[config.mk]
export PLATFORM = sky130hd
export DESIGN_NAME = key_entry_ctrl
export DESIGN_NICKNAME = d
export VERILOG_FILES = /design/src/rtl/lock_pkg.sv /design/src/rtl/keypad_scan.sv /design/src/rtl/key_entry_ctrl.sv
export SDC_FILE = /design/constraint.sdc
export NUM_CORES = 1
export LEC_CHECK = 0
export CAP_MARGIN = 10
export CORE_ASPECT_RATIO = 0.8
export CORE_MARGIN = 2
export CORE_UTILIZATION = 55
export DETAILED_ROUTE_END_ITERATION = 8
export HOLD_SLACK_MARGIN = 0.03
export PLACE_DENSITY = 0.82
export SLEW_MARGIN = 15
export SYNTH_ARGS = -nofsm -noshare
export SYNTH_HDL_FRONTEND = slang
export SYNTH_HIERARCHICAL = 1
export SYNTH_SLANG_ARGS = --single-unit
[constraint.sdc]
create_clock -name clk -period 3.75 [get_ports clk]
set_clock_uncertainty 0.05 [all_clocks]
set_input_delay 0.375 -clock clk [delete_from_list [all_inputs] [get_ports clk]]
set_output_delay 0.375 -clock clk [all_outputs]
set_load 0.005 [all_outputs]
[src/rtl/lock_pkg.sv]
// Shared definitions for the password-lock digit path.
//   KEY_BKSP / KEY_DIGIT_MAX : key code classes produced by the keypad
//   KEY_BLANK                : blank nibble code used by the display controller
//   scan_state_e             : keypad scan FSM encoding
//   col_valid / low_idx      : column pattern helpers (active-low, 4 bits)
package lock_pkg;

    localparam logic [3:0] KEY_BKSP      = 4'hA;
    localparam logic [3:0] KEY_DIGIT_MAX = 4'h9;
    localparam logic [3:0] KEY_BLANK     = 4'hE;

    typedef enum logic [1:0] {
        ST_SCAN,
        ST_DEBOUNCE,
        ST_PRESSED,
        ST_RELEASE
    } scan_state_e;

    // Exactly one low bit; zero or several low bits are treated as "no key".
    function automatic logic col_valid(input logic [3:0] col);
        return ($countones(~col) == 1);
    endfunction

    // Index of the (single) low bit of an active-low one-cold vector.
    function automatic logic [1:0] low_idx(input logic [3:0] v);
        logic [1:0] idx;
        idx = 2'd0;
        for (int i = 0; i < 4; i++) begin
            if (!v[i]) idx = 2'(i);
        end
        return idx;
    endfunction

endpackage

[src/rtl/keypad_scan.sv]
// 4x4 active-low keypad scanner with debounce.
//   clk_i, rst_i      : clock, async active-high reset
//   col_i             : raw column sense (async, active-low)
//   row_o             : row drive, one-cold
//   press_o           : high for the single PRESSED cycle
//   press_code_o      : code of the key being accepted (valid with press_o)
//   key_valid_o       : registered one-cycle pulse per debounced press
//   key_code_o        : code of the last debounced press
module keypad_scan
    import lock_pkg::*;
#(
    parameter int SCAN_DIV = 100000,
    parameter int DEB_CNT  = 20
) (
    input  logic       clk_i,
    input  logic       rst_i,
    input  logic [3:0] col_i,
    output logic [3:0] row_o,
    output logic       press_o,
    output logic [3:0] press_code_o,
    output logic       key_valid_o,
    output logic [3:0] key_code_o
);

    localparam int DW = (SCAN_DIV > 2) ? $clog2(SCAN_DIV) : 1;
    localparam int CW = $clog2(DEB_CNT + 1);
    localparam logic [DW-1:0] DIV_LAST = DW'(SCAN_DIV - 1);
    // Count value on which the next matching sample reaches DEB_CNT.
    localparam logic [CW-1:0] CNT_LAST = CW'(DEB_CNT - 1);

    logic [3:0]  col_meta_q, col_s_q;
    logic [DW-1:0] div_q;
    logic        tick;
    scan_state_e state_q, state_d;
    logic [3:0]  row_q, row_d;
    logic [3:0]  col_lat_q, col_lat_d;
    logic [CW-1:0] cnt_q, cnt_d;
    logic        key_valid_q;
    logic [3:0]  key_code_q;

    assign tick = (div_q == DIV_LAST);

    // State register plus synchronizer, divider and output registers.
    always_ff @(posedge clk_i or posedge rst_i) begin
        if (rst_i) begin
            col_meta_q  <= 4'hF;
            col_s_q     <= 4'hF;
            div_q       <= '0;
            state_q     <= ST_SCAN;
            row_q       <= 4'b1110;
            col_lat_q   <= 4'hF;
            cnt_q       <= '0;
            key_valid_q <= 1'b0;
            key_code_q  <= 4'h0;
        end else begin
            col_meta_q  <= col_i;
            col_s_q     <= col_meta_q;
            div_q       <= tick ? '0 : div_q + DW'(1);
            state_q     <= state_d;
            row_q       <= row_d;
            col_lat_q   <= col_lat_d;
            cnt_q       <= cnt_d;
            key_valid_q <= press_o;
            if (press_o) key_code_q <= press_code_o;
        end
    end

    // Next-state logic. Everything except PRESSED advances on a tick only.
    always_comb begin
        state_d   = state_q;
        row_d     = row_q;
        col_lat_d = col_lat_q;
        cnt_d     = cnt_q;
        case (state_q)
            ST_SCAN: if (tick) begin
                if (col_valid(col_s_q)) begin
                    col_lat_d = col_s_q;
                    cnt_d     = '0;
                    state_d   = ST_DEBOUNCE;
                end else begin
                    row_d = {row_q[2:0], row_q[3]};
                end
            end
            ST_DEBOUNCE: if (tick) begin
                if (col_s_q == col_lat_q) begin
                    if (cnt_q == CNT_LAST) begin
                        cnt_d   = '0;
                        state_d = ST_PRESSED;
                    end else begin
                        cnt_d = cnt_q + CW'(1);
                    end
                end else begin
                    // Bounce: rescan starting from the same row.
                    cnt_d   = '0;
                    state_d = ST_SCAN;
                end
            end
            ST_PRESSED: begin
                cnt_d   = '0;
                state_d = ST_RELEASE;
            end
            ST_RELEASE: if (tick) begin
                if (col_s_q == 4'hF) begin
                    if (cnt_q == CNT_LAST) begin
                        cnt_d   = '0;
                        state_d = ST_SCAN;
                    end else begin
                        cnt_d = cnt_q + CW'(1);
                    end
                end else begin
                    cnt_d = '0;
                end
            end
            default: state_d = ST_SCAN;
        endcase
    end

    // Output logic.
    always_comb begin
        press_o      = (state_q == ST_PRESSED);
        press_code_o = {low_idx(row_q), low_idx(col_lat_q)};
    end

    assign row_o       = row_q;
    assign key_valid_o = key_valid_q;
    assign key_code_o  = key_code_q;

endmodule

[src/rtl/key_entry_ctrl.sv]
// Keypad digit entry: scans the keypad and assembles up to three digits.
//   clk, rst   : clock, async active-high reset
//   key_row    : row drive (active-low), key_col : column sense (active-low)
//   enable     : apply digits/backspace to the buffer while high
//   clear      : one-cycle pulse, empties the buffer
//   num        : slot i in num[4i+3:4i]; seat bit i = slot i empty
//   full       : all three slots filled
//   key_valid  : one-cycle pulse per debounced press; key_code : its code
module key_entry_ctrl
    import lock_pkg::*;
#(
    parameter int SCAN_DIV = 100000,
    parameter int DEB_CNT  = 20
) (
    input  logic        clk,
    input  logic        rst,
    output logic [3:0]  key_row,
    input  logic [3:0]  key_col,
    input  logic        enable,
    input  logic        clear,
    output logic [11:0] num,
    output logic [2:0]  seat,
    output logic        full,
    output logic        key_valid,
    output logic [3:0]  key_code
);

    logic        press;
    logic [3:0]  press_code;
    logic [11:0] num_q, num_d;
    logic [2:0]  seat_q, seat_d;
    logic        full_q;
    logic        done;

    keypad_scan #(
        .SCAN_DIV (SCAN_DIV),
        .DEB_CNT  (DEB_CNT)
    ) u_scan (
        .clk_i        (clk),
        .rst_i        (rst),
        .col_i        (key_col),
        .row_o        (key_row),
        .press_o      (press),
        .press_code_o (press_code),
        .key_valid_o  (key_valid),
        .key_code_o   (key_code)
    );

    // Slot buffer. Updated on the PRESSED cycle so it lands on the same edge
    // as key_valid; clear overrides a simultaneous press.
    always_comb begin
        num_d  = num_q;
        seat_d = seat_q;
        done   = 1'b0;
        if (clear) begin
            num_d  = 12'h000;
            seat_d = 3'b111;
        end else if (press && enable) begin
            if (press_code <= KEY_DIGIT_MAX) begin
                // Lowest empty slot; no empty slot means the digit is dropped.
                for (int i = 0; i < 3; i++) begin
                    if (!done && seat_q[i]) begin
                        num_d[4*i +: 4] = press_code;
                        seat_d[i]       = 1'b0;
                        done            = 1'b1;
                    end
                end
            end else if (press_code == KEY_BKSP) begin
                for (int i = 2; i >= 0; i--) begin
                    if (!done && !seat_q[i]) begin
                        num_d[4*i +: 4] = 4'h0;
                        seat_d[i]       = 1'b1;
                        done            = 1'b1;
                    end
                end
            end
        end
    end

    always_ff @(posedge clk or posedge rst) begin
        if (rst) begin
            num_q  <= 12'h000;
            seat_q <= 3'b111;
            full_q <= 1'b0;
        end else begin
            num_q  <= num_d;
            seat_q <= seat_d;
            full_q <= (seat_d == 3'b000);
        end
    end

    assign num  = num_q;
    assign seat = seat_q;
    assign full = full_q;

endmodule
# Yosys cells after proc, flatten, opt, wreduce, memory -nomap -nowiden

Cells that the tools add are included.

Add/sub/neg operators: 5
Order comparisons: 1
Equal/unequal tests: 20
Mux-type cells: 60
Bitwise gates (word level): 2
Reductions and logical operators: 24

Operators with widths:

| operator                | number |
|---|---|
| $mux W12                | 4 |
| $mux W5                 | 7 |
| $add A32 B32 Y32        | 1 |
| $eq A32 B2 Y1 const B   | 1 |
| $mux W1                 | 24 |
| $mux W2                 | 12 |
| $mux W4                 | 6 |
| $pmux W5 S4             | 1 |
| $add A17 B1 Y17 const B | 1 |
| $eq A17 B17 Y1 const B  | 1 |
| $mux W17                | 1 |
| $reduce_and A4 Y1       | 4 |
| $mux W3                 | 4 |
| $ne A2 B1 Y1 const B    | 6 |
| $ne A3 B2 Y1 const B    | 3 |
| $reduce_bool A3 Y1      | 3 |
| $eq A4 B4 Y1 const B    | 2 |
| $pmux W2 S4             | 1 |
| $reduce_and A7 Y1       | 1 |
| $logic_not A1 Y1        | 6 |
| $ne A3 B3 Y1 const B    | 2 |
| $reduce_and A3 Y1       | 2 |
| $add A5 B1 Y5 const B   | 1 |
| $eq A5 B5 Y1 const B    | 1 |
| other kinds (11)        | 17 |

Bits in registers: 61
Output and inout bits: 25
Logic and storage cells: 126

# Logic depth before layout (Yosys ltp)

Depth in word-level cells: 23
Gate-level depth with buffers: 9
Mapped depth without buffers: 9

# Modules after synthesis

Netlist, hierarchy kept.

Modules (own cells, without submodules):

| module         | times used | cells each | area each (sq um) | seq. area each (sq um) |
|---|---|---|---|---|
| keypad_scan    | 1          | 184        | 2140.8            | 1144.8 |
| key_entry_ctrl | 1          | 65         | 802.0             | 404.1 |

# Least setup slack after synthesis

Ideal clock, no wire load.

Path type: reg-to-reg
Start point: register u_scan.col_s_q[0]
End point: register u_scan.cnt_q[2]
Data arrival time: 2.522 ns
Required time: 3.625 ns
Slack: 1.103 ns
Stages on the path, launching flop included: 10
Cell sequence: dfstp_2 > fa_1 > inv_1 > ha_1 > ha_1 > nor3b_1 > or2_1 > a21oi_4 > or3_4 > o2bb2ai_2

Longest elaborated chain between the ends: 6
Elaborated cells between the ends (all ways): 13

RTL lines:

| what                                   | RTL line          | text |
|---|---|---|
| start: declaration                     | keypad_scan.sv:31 | `logic [3:0] col_meta_q, col_s_q;` |
| start signal: assignment               | keypad_scan.sv:57 | `col_s_q <= col_meta_q;` |
| $not A4 Y4                             | lock_pkg.sv:21    | `return ($countones(~col) == 1);` |
| $add A1 B1 Y2 (not written as such)    | lock_pkg.sv:21    |  |
| $add A32 B32 Y32 (not written as such) | lock_pkg.sv:21    |  |
| $eq A32 B2 Y1                          | lock_pkg.sv:21    |  |
| $ne A2 B1 Y1 (no source line)          | -                 |  |
| $reduce_and A4 Y1 (no source line)     | -                 |  |
| end signal: assignment                 | keypad_scan.sv:62 | `cnt_q <= cnt_d;` |
| end: declaration                       | keypad_scan.sv:37 | `logic [CW-1:0] cnt_q, cnt_d;` |

Several ways; a longest one is shown, not always the timed one. The select of a mux whose other input is x is not followed.
A chain may end at the register's enable or synchronous reset.

# Worst setup path after layout

Start point: register u_scan.col_s_q[1]
End point: register u_scan.cnt_q[2]

The elaborated chain is that of the path after synthesis.

==> results.md <==
| Step | Item | Reported |
| --- | --- | --- |
| setup path | Startpoint types | flop |
| routing | DRC viols | 5 |
| setup path | Worst setup path category | flop to flop |
| placed design | Total of buffers placed on input and output ports | 32 |
| routing | Total number of vias | 2037 |
| setup path | Slowest cell delay on critical path | 570 ps |
| finish | Relative area change from synthesis to final layout | 21.6% |
| cts | Number of clock sinks | 61 |
| timing | Count of final hold-check violations | 0 |
| setup path | Critical path capture point type | flop |
| setup path | Worst path arrival time | 3120 ps |
| cts | CTS max path bufs | 2 |
| power | P per Cell Area | 397 mW/mm^2 |
| timing | Final critical delay including setup and external delays | 2910 ps |
| floorplan | Area of the placeable core | 0.00509 sq mm |
| floorplan | Die area | 0.00596 sq mm |
| synth | Average instance area after synthesis | 11.8 sq um |
| synth | Top cell type's share of synthesized area | 0.366 |
| timing | Final worst-path setup slack | 842 ps |
| outcome | Status | finished with violations |
| floorplan | Starting density of the core | 0.578 |
| grt | Gr ovfl total | 0 |
| finish | Layout cell share with drive strength beyond 1 | 0.231 |
| cts | Clock root buffer | sky130_fd_sc_hd__clkbuf_8 |
| synth | Syn_nets | 263 |
| placed design | GP Congestion | 0.818 |
| floorplan | Standard-cell rows | 23 |
| timing | Transition at the pin with the smallest max-transition slack | 945 ps |
| power | Worst IR Drop VDD | 0.000321 V |
| finish | Nets | 304 |
| setup path | Reg-to-reg slack, setup | 840 ps |
| grt | Wire length of the first global-routing pass | 9820 microns |
| placed design | Half-perimeter wire length after placement | 4130 microns |
| timing | Period utilisation layout | 0.775 |
| floorplan | Die boundary height | 69.4 microns |
| cts | Hold-fix buffer count after cts | 0 |
| setup path | Cell repeated most along the worst path | sky130_fd_sc_hd__ha_1 |
| synth | Post-synthesis async set-or-reset flop share | 1.00 |
| routing | Routed WL per cell | 16.1 microns |
| finish | Diode insertion count for antenna repair | 0 |
| cts | Clock-pin slew on the worst setup and hold paths | 70 ps |
| synth | Post-synth cell types | 62 |
| timing | Sum of negative setup slack | 0 ps |
| synth | Sequential element share of the synthesized area | 0.526 |
| power | Leakage power total | 1.49 nW |
| grt | Antenna violations before repair | 0 |
| cts | Worst skew pair latency | 330 ps |
| routing | ANT nets after route | 0 |
| synth | Cell types with the largest area share after synthesis | sky130_fd_sc_hd__dfrtp_1 37%, sky130_fd_sc_hd__dfstp_2 16%, sky130_fd_sc_hd__mux2_2 3.1%, sky130_fd_sc_hd__xnor2_1 2.7%, sky130_fd_sc_hd__nand2_1 2.4% |
| floorplan | Width of the die | 85.8 microns |
| routing | First-pass iteration count of the detailed router | 8 |
| setup path | Crit path max-delay cell type | sky130_fd_sc_hd__dfstp_2 |
| placed design | Setup WS pre-CTS | 833 ps |
| synth | Leading area contributor after synthesis | sky130_fd_sc_hd__dfrtp_1 |
| cts | # resized after CTS | 0 |
| synth | Mapped cell area | 0.00294 sq mm |
| grt | Largest net degree at the start of global routing | 31 |
| power | Total power draw | 1.42 mW |
| synth | Count of flip-flops with a built-in enable after synthesis | 0 |
| outcome | Violated checks | DRC |
| timing | Maximum clock frequency | 344 MHz |
| cts | CTS tree | yes |
| finish | Number of inserted filler cells in the final layout | 390 |
| timing | Relative max-transition margin | 0.364 |
| flow run | Max Cap Viol | 0 |
| synth | Yosys reg bits | 61 |
| synth | Most frequently used flop master after synthesis | sky130_fd_sc_hd__dfrtp_1 |
| setup path | Crit-path max FO | 8 |
| setup path | Series of cell instances along the critical path | fa_1 > inv_1 > ha_1 > ha_1 > nor3b_1 > or2_1 > a21oi_4 > or3_4 > o2bb2ai_2 |
| synth | Synthesized instance count | 249 |
| hold path | Hold WC Path Type | flop to flop |
| cts | Setup repair bufs after CTS | 0 |
| grt | Number of global-route vias before repair | 2013 |
| floorplan | Total I/O pin count | 33 |
| routing | Violation count after the first detailed-routing iteration | 108 |
| grt | GRT Resource Usage Total | 0.215 |
| timing | Number of max-slew violations in the final report | 0 |
| timing | Setup repair after global routing missed its margin | no |
| routing | Vias per cell | 5.71 |
| cts | Total clock buffers created by CTS | 9 |
| synth | Number of warnings issued by yosys | 6 |
| routing | Total wirelength of the detailed-routed design | 5740 microns |
| cts | H-tree depth | 3 |
| timing | Final-report setup violation count | 0 |
| setup path | Endpoint required time on the critical path | 3960 ps |
## Yosys cell counts, types with 3 or more instances
master / number
sky130_fd_sc_hd__a21oi_1: 7
sky130_fd_sc_hd__a22o_1: 7
sky130_fd_sc_hd__a22o_2: 4
sky130_fd_sc_hd__a31oi_1: 4
sky130_fd_sc_hd__a32o_1: 3
sky130_fd_sc_hd__and2_1: 4
sky130_fd_sc_hd__and3_1: 5
sky130_fd_sc_hd__dfrtp_1: 43
sky130_fd_sc_hd__dfstp_2: 18
sky130_fd_sc_hd__ha_1: 5
sky130_fd_sc_hd__inv_1: 13
sky130_fd_sc_hd__mux2_2: 8
sky130_fd_sc_hd__nand2_1: 19
sky130_fd_sc_hd__nand2b_1: 6
sky130_fd_sc_hd__nand3_1: 9
sky130_fd_sc_hd__nor2_1: 15
sky130_fd_sc_hd__nor4_1: 4
sky130_fd_sc_hd__o21ai_0: 5
sky130_fd_sc_hd__xnor2_1: 9
sky130_fd_sc_hd__xor2_1: 8
## cells by family (layout without fill, tap and decap cells)
logic type | count (synthesis) | in the layout | share of synthesized area
AND/OR/NAND/NOR | 86 | 86 | 0.186
flip-flops | 61 | 61 | 0.526
AO/OA/AOI/OAI | 51 | 51 | 0.145
buffers and inverters | 18 | 64 | 0.0264
XOR/XNOR | 17 | 17 | 0.0506
multiplexers | 10 | 10 | 0.0374
adder cells (fa/ha/maj) | 6 | 6 | 0.0281
## flip-flops by register name, indices dropped and copies added, names as in the netlist, named ones only
signal	count
u_scan/div_q	17
num	12
u_scan/cnt_q	5
u_scan/col_lat_q	4
u_scan/col_meta_q	4
u_scan/col_s_q	4
u_scan/key_code_o	4
u_scan/row_o	4
seat	3
full	1
u_scan/key_valid_o	1
u_scan/state_q	1
## cell type report
class / count / area [sq um] / share of cell area
multi-input cells: 170 / 1320 / 0.368
clock inverters: 6 / 110 / 0.0308
inverters: 14 / 52.6 / 0.0147
clock buffers: 10 / 138 / 0.0385
repair buffers: 34 / 335 / 0.0937
well taps: 62 / 77.6 / 0.0217
flip-flops and latches: 61 / 1550 / 0.433
## report_power, final
group / switching (mW) / internal (mW) / total, mW / leakage [nW]
combinational: 0.0262 / 0.0158 / 0.0420 / 0.597
clock: 0.250 / 0.458 / 0.708 / 0.119
sequential: 0.00350 / 0.667 / 0.670 / 0.774
total: 0.280 / 1.14 / 1.42 / 1.49
## per-layer routing
| metal | track usage | up-vias | wire (microns) | share of wire |
|---|---|---|---|---|
| met4 | 0.0829 | 0 | 46 | 0.0080 |
| met1 | 0.286 | 1003 | 2730 | 0.48 |
| met5 | 0 | - | 0 | 0 |
| met3 | 0.0714 | 7 | 232 | 0.040 |
| met2 | 0.329 | 40 | 2730 | 0.48 |
| li1 | - | 987 | - | - |
## cell usage in the layout, fill, tap and decap left out, types with 3 or more instances in the layout
cell type,netlist,routed
sky130_fd_sc_hd__nand2b_1,6,6
sky130_fd_sc_hd__xor2_1,8,8
sky130_fd_sc_hd__a32o_1,3,3
sky130_fd_sc_hd__o21ai_0,5,4
sky130_fd_sc_hd__ha_1,5,5
sky130_fd_sc_hd__dfstp_2,18,18
sky130_fd_sc_hd__nor2_1,15,15
sky130_fd_sc_hd__inv_1,13,12
sky130_fd_sc_hd__a21oi_1,7,7
sky130_fd_sc_hd__clkbuf_8,0,10
sky130_fd_sc_hd__nor4_1,4,4
sky130_fd_sc_hd__nand3_1,9,9
sky130_fd_sc_hd__xnor2_1,9,9
sky130_fd_sc_hd__mux2_2,8,8
sky130_fd_sc_hd__nand2_1,19,19
sky130_fd_sc_hd__a31oi_1,4,4
sky130_fd_sc_hd__and2_1,4,4
sky130_fd_sc_hd__clkdlybuf4s50_1,0,32
sky130_fd_sc_hd__bufinv_16,0,3
sky130_fd_sc_hd__a22o_2,4,4
sky130_fd_sc_hd__a22o_1,7,7
sky130_fd_sc_hd__dfrtp_1,43,43
sky130_fd_sc_hd__and3_1,5,5
## critical path: cells and delay by family, from the launching register on
kind	cells	cell delay, ps
and+or+nand+nor	3	1130
AOI/OAI and AO/OA	2	250
DFF	1	570
adders and majority gates	3	770
buffers and inverters	1	60
## per-stage QoR
stage          hold WS (ps)  instances  cell area, sq um  utilization
6_report                307        357              3580        0.703
3_3_place_gp            295        341              3330        0.654
2_1_floorplan           237        249              2940            -
5_1_grt                 312        357              3580        0.703
3_5_place_dp            300        341              3330        0.654
4_1_cts                 309        357              3580        0.703
## path summary, 6_finish.rpt
path,depth (start not counted),start,endpoint
max,9,u_scan/col_s_q[1]$_DFF_PP1_,u_scan/cnt_q[2]$_DFFE_PP0P_
min,0,u_scan/col_meta_q[3]$_DFF_PP1_,u_scan/col_s_q[3]$_DFF_PP1_
max reg2reg,9,u_scan/col_s_q[1]$_DFF_PP1_,u_scan/cnt_q[2]$_DFFE_PP0P_
min reg2reg,0,u_scan/col_meta_q[3]$_DFF_PP1_,u_scan/col_s_q[3]$_DFF_PP1_
max in group asynchronous,3,rst,u_scan/col_meta_q[3]$_DFF_PP1_
min in group asynchronous,2,rst,u_scan/key_code_o[2]$_DFFE_PP0P_
(Power assumes the default switching activity.)
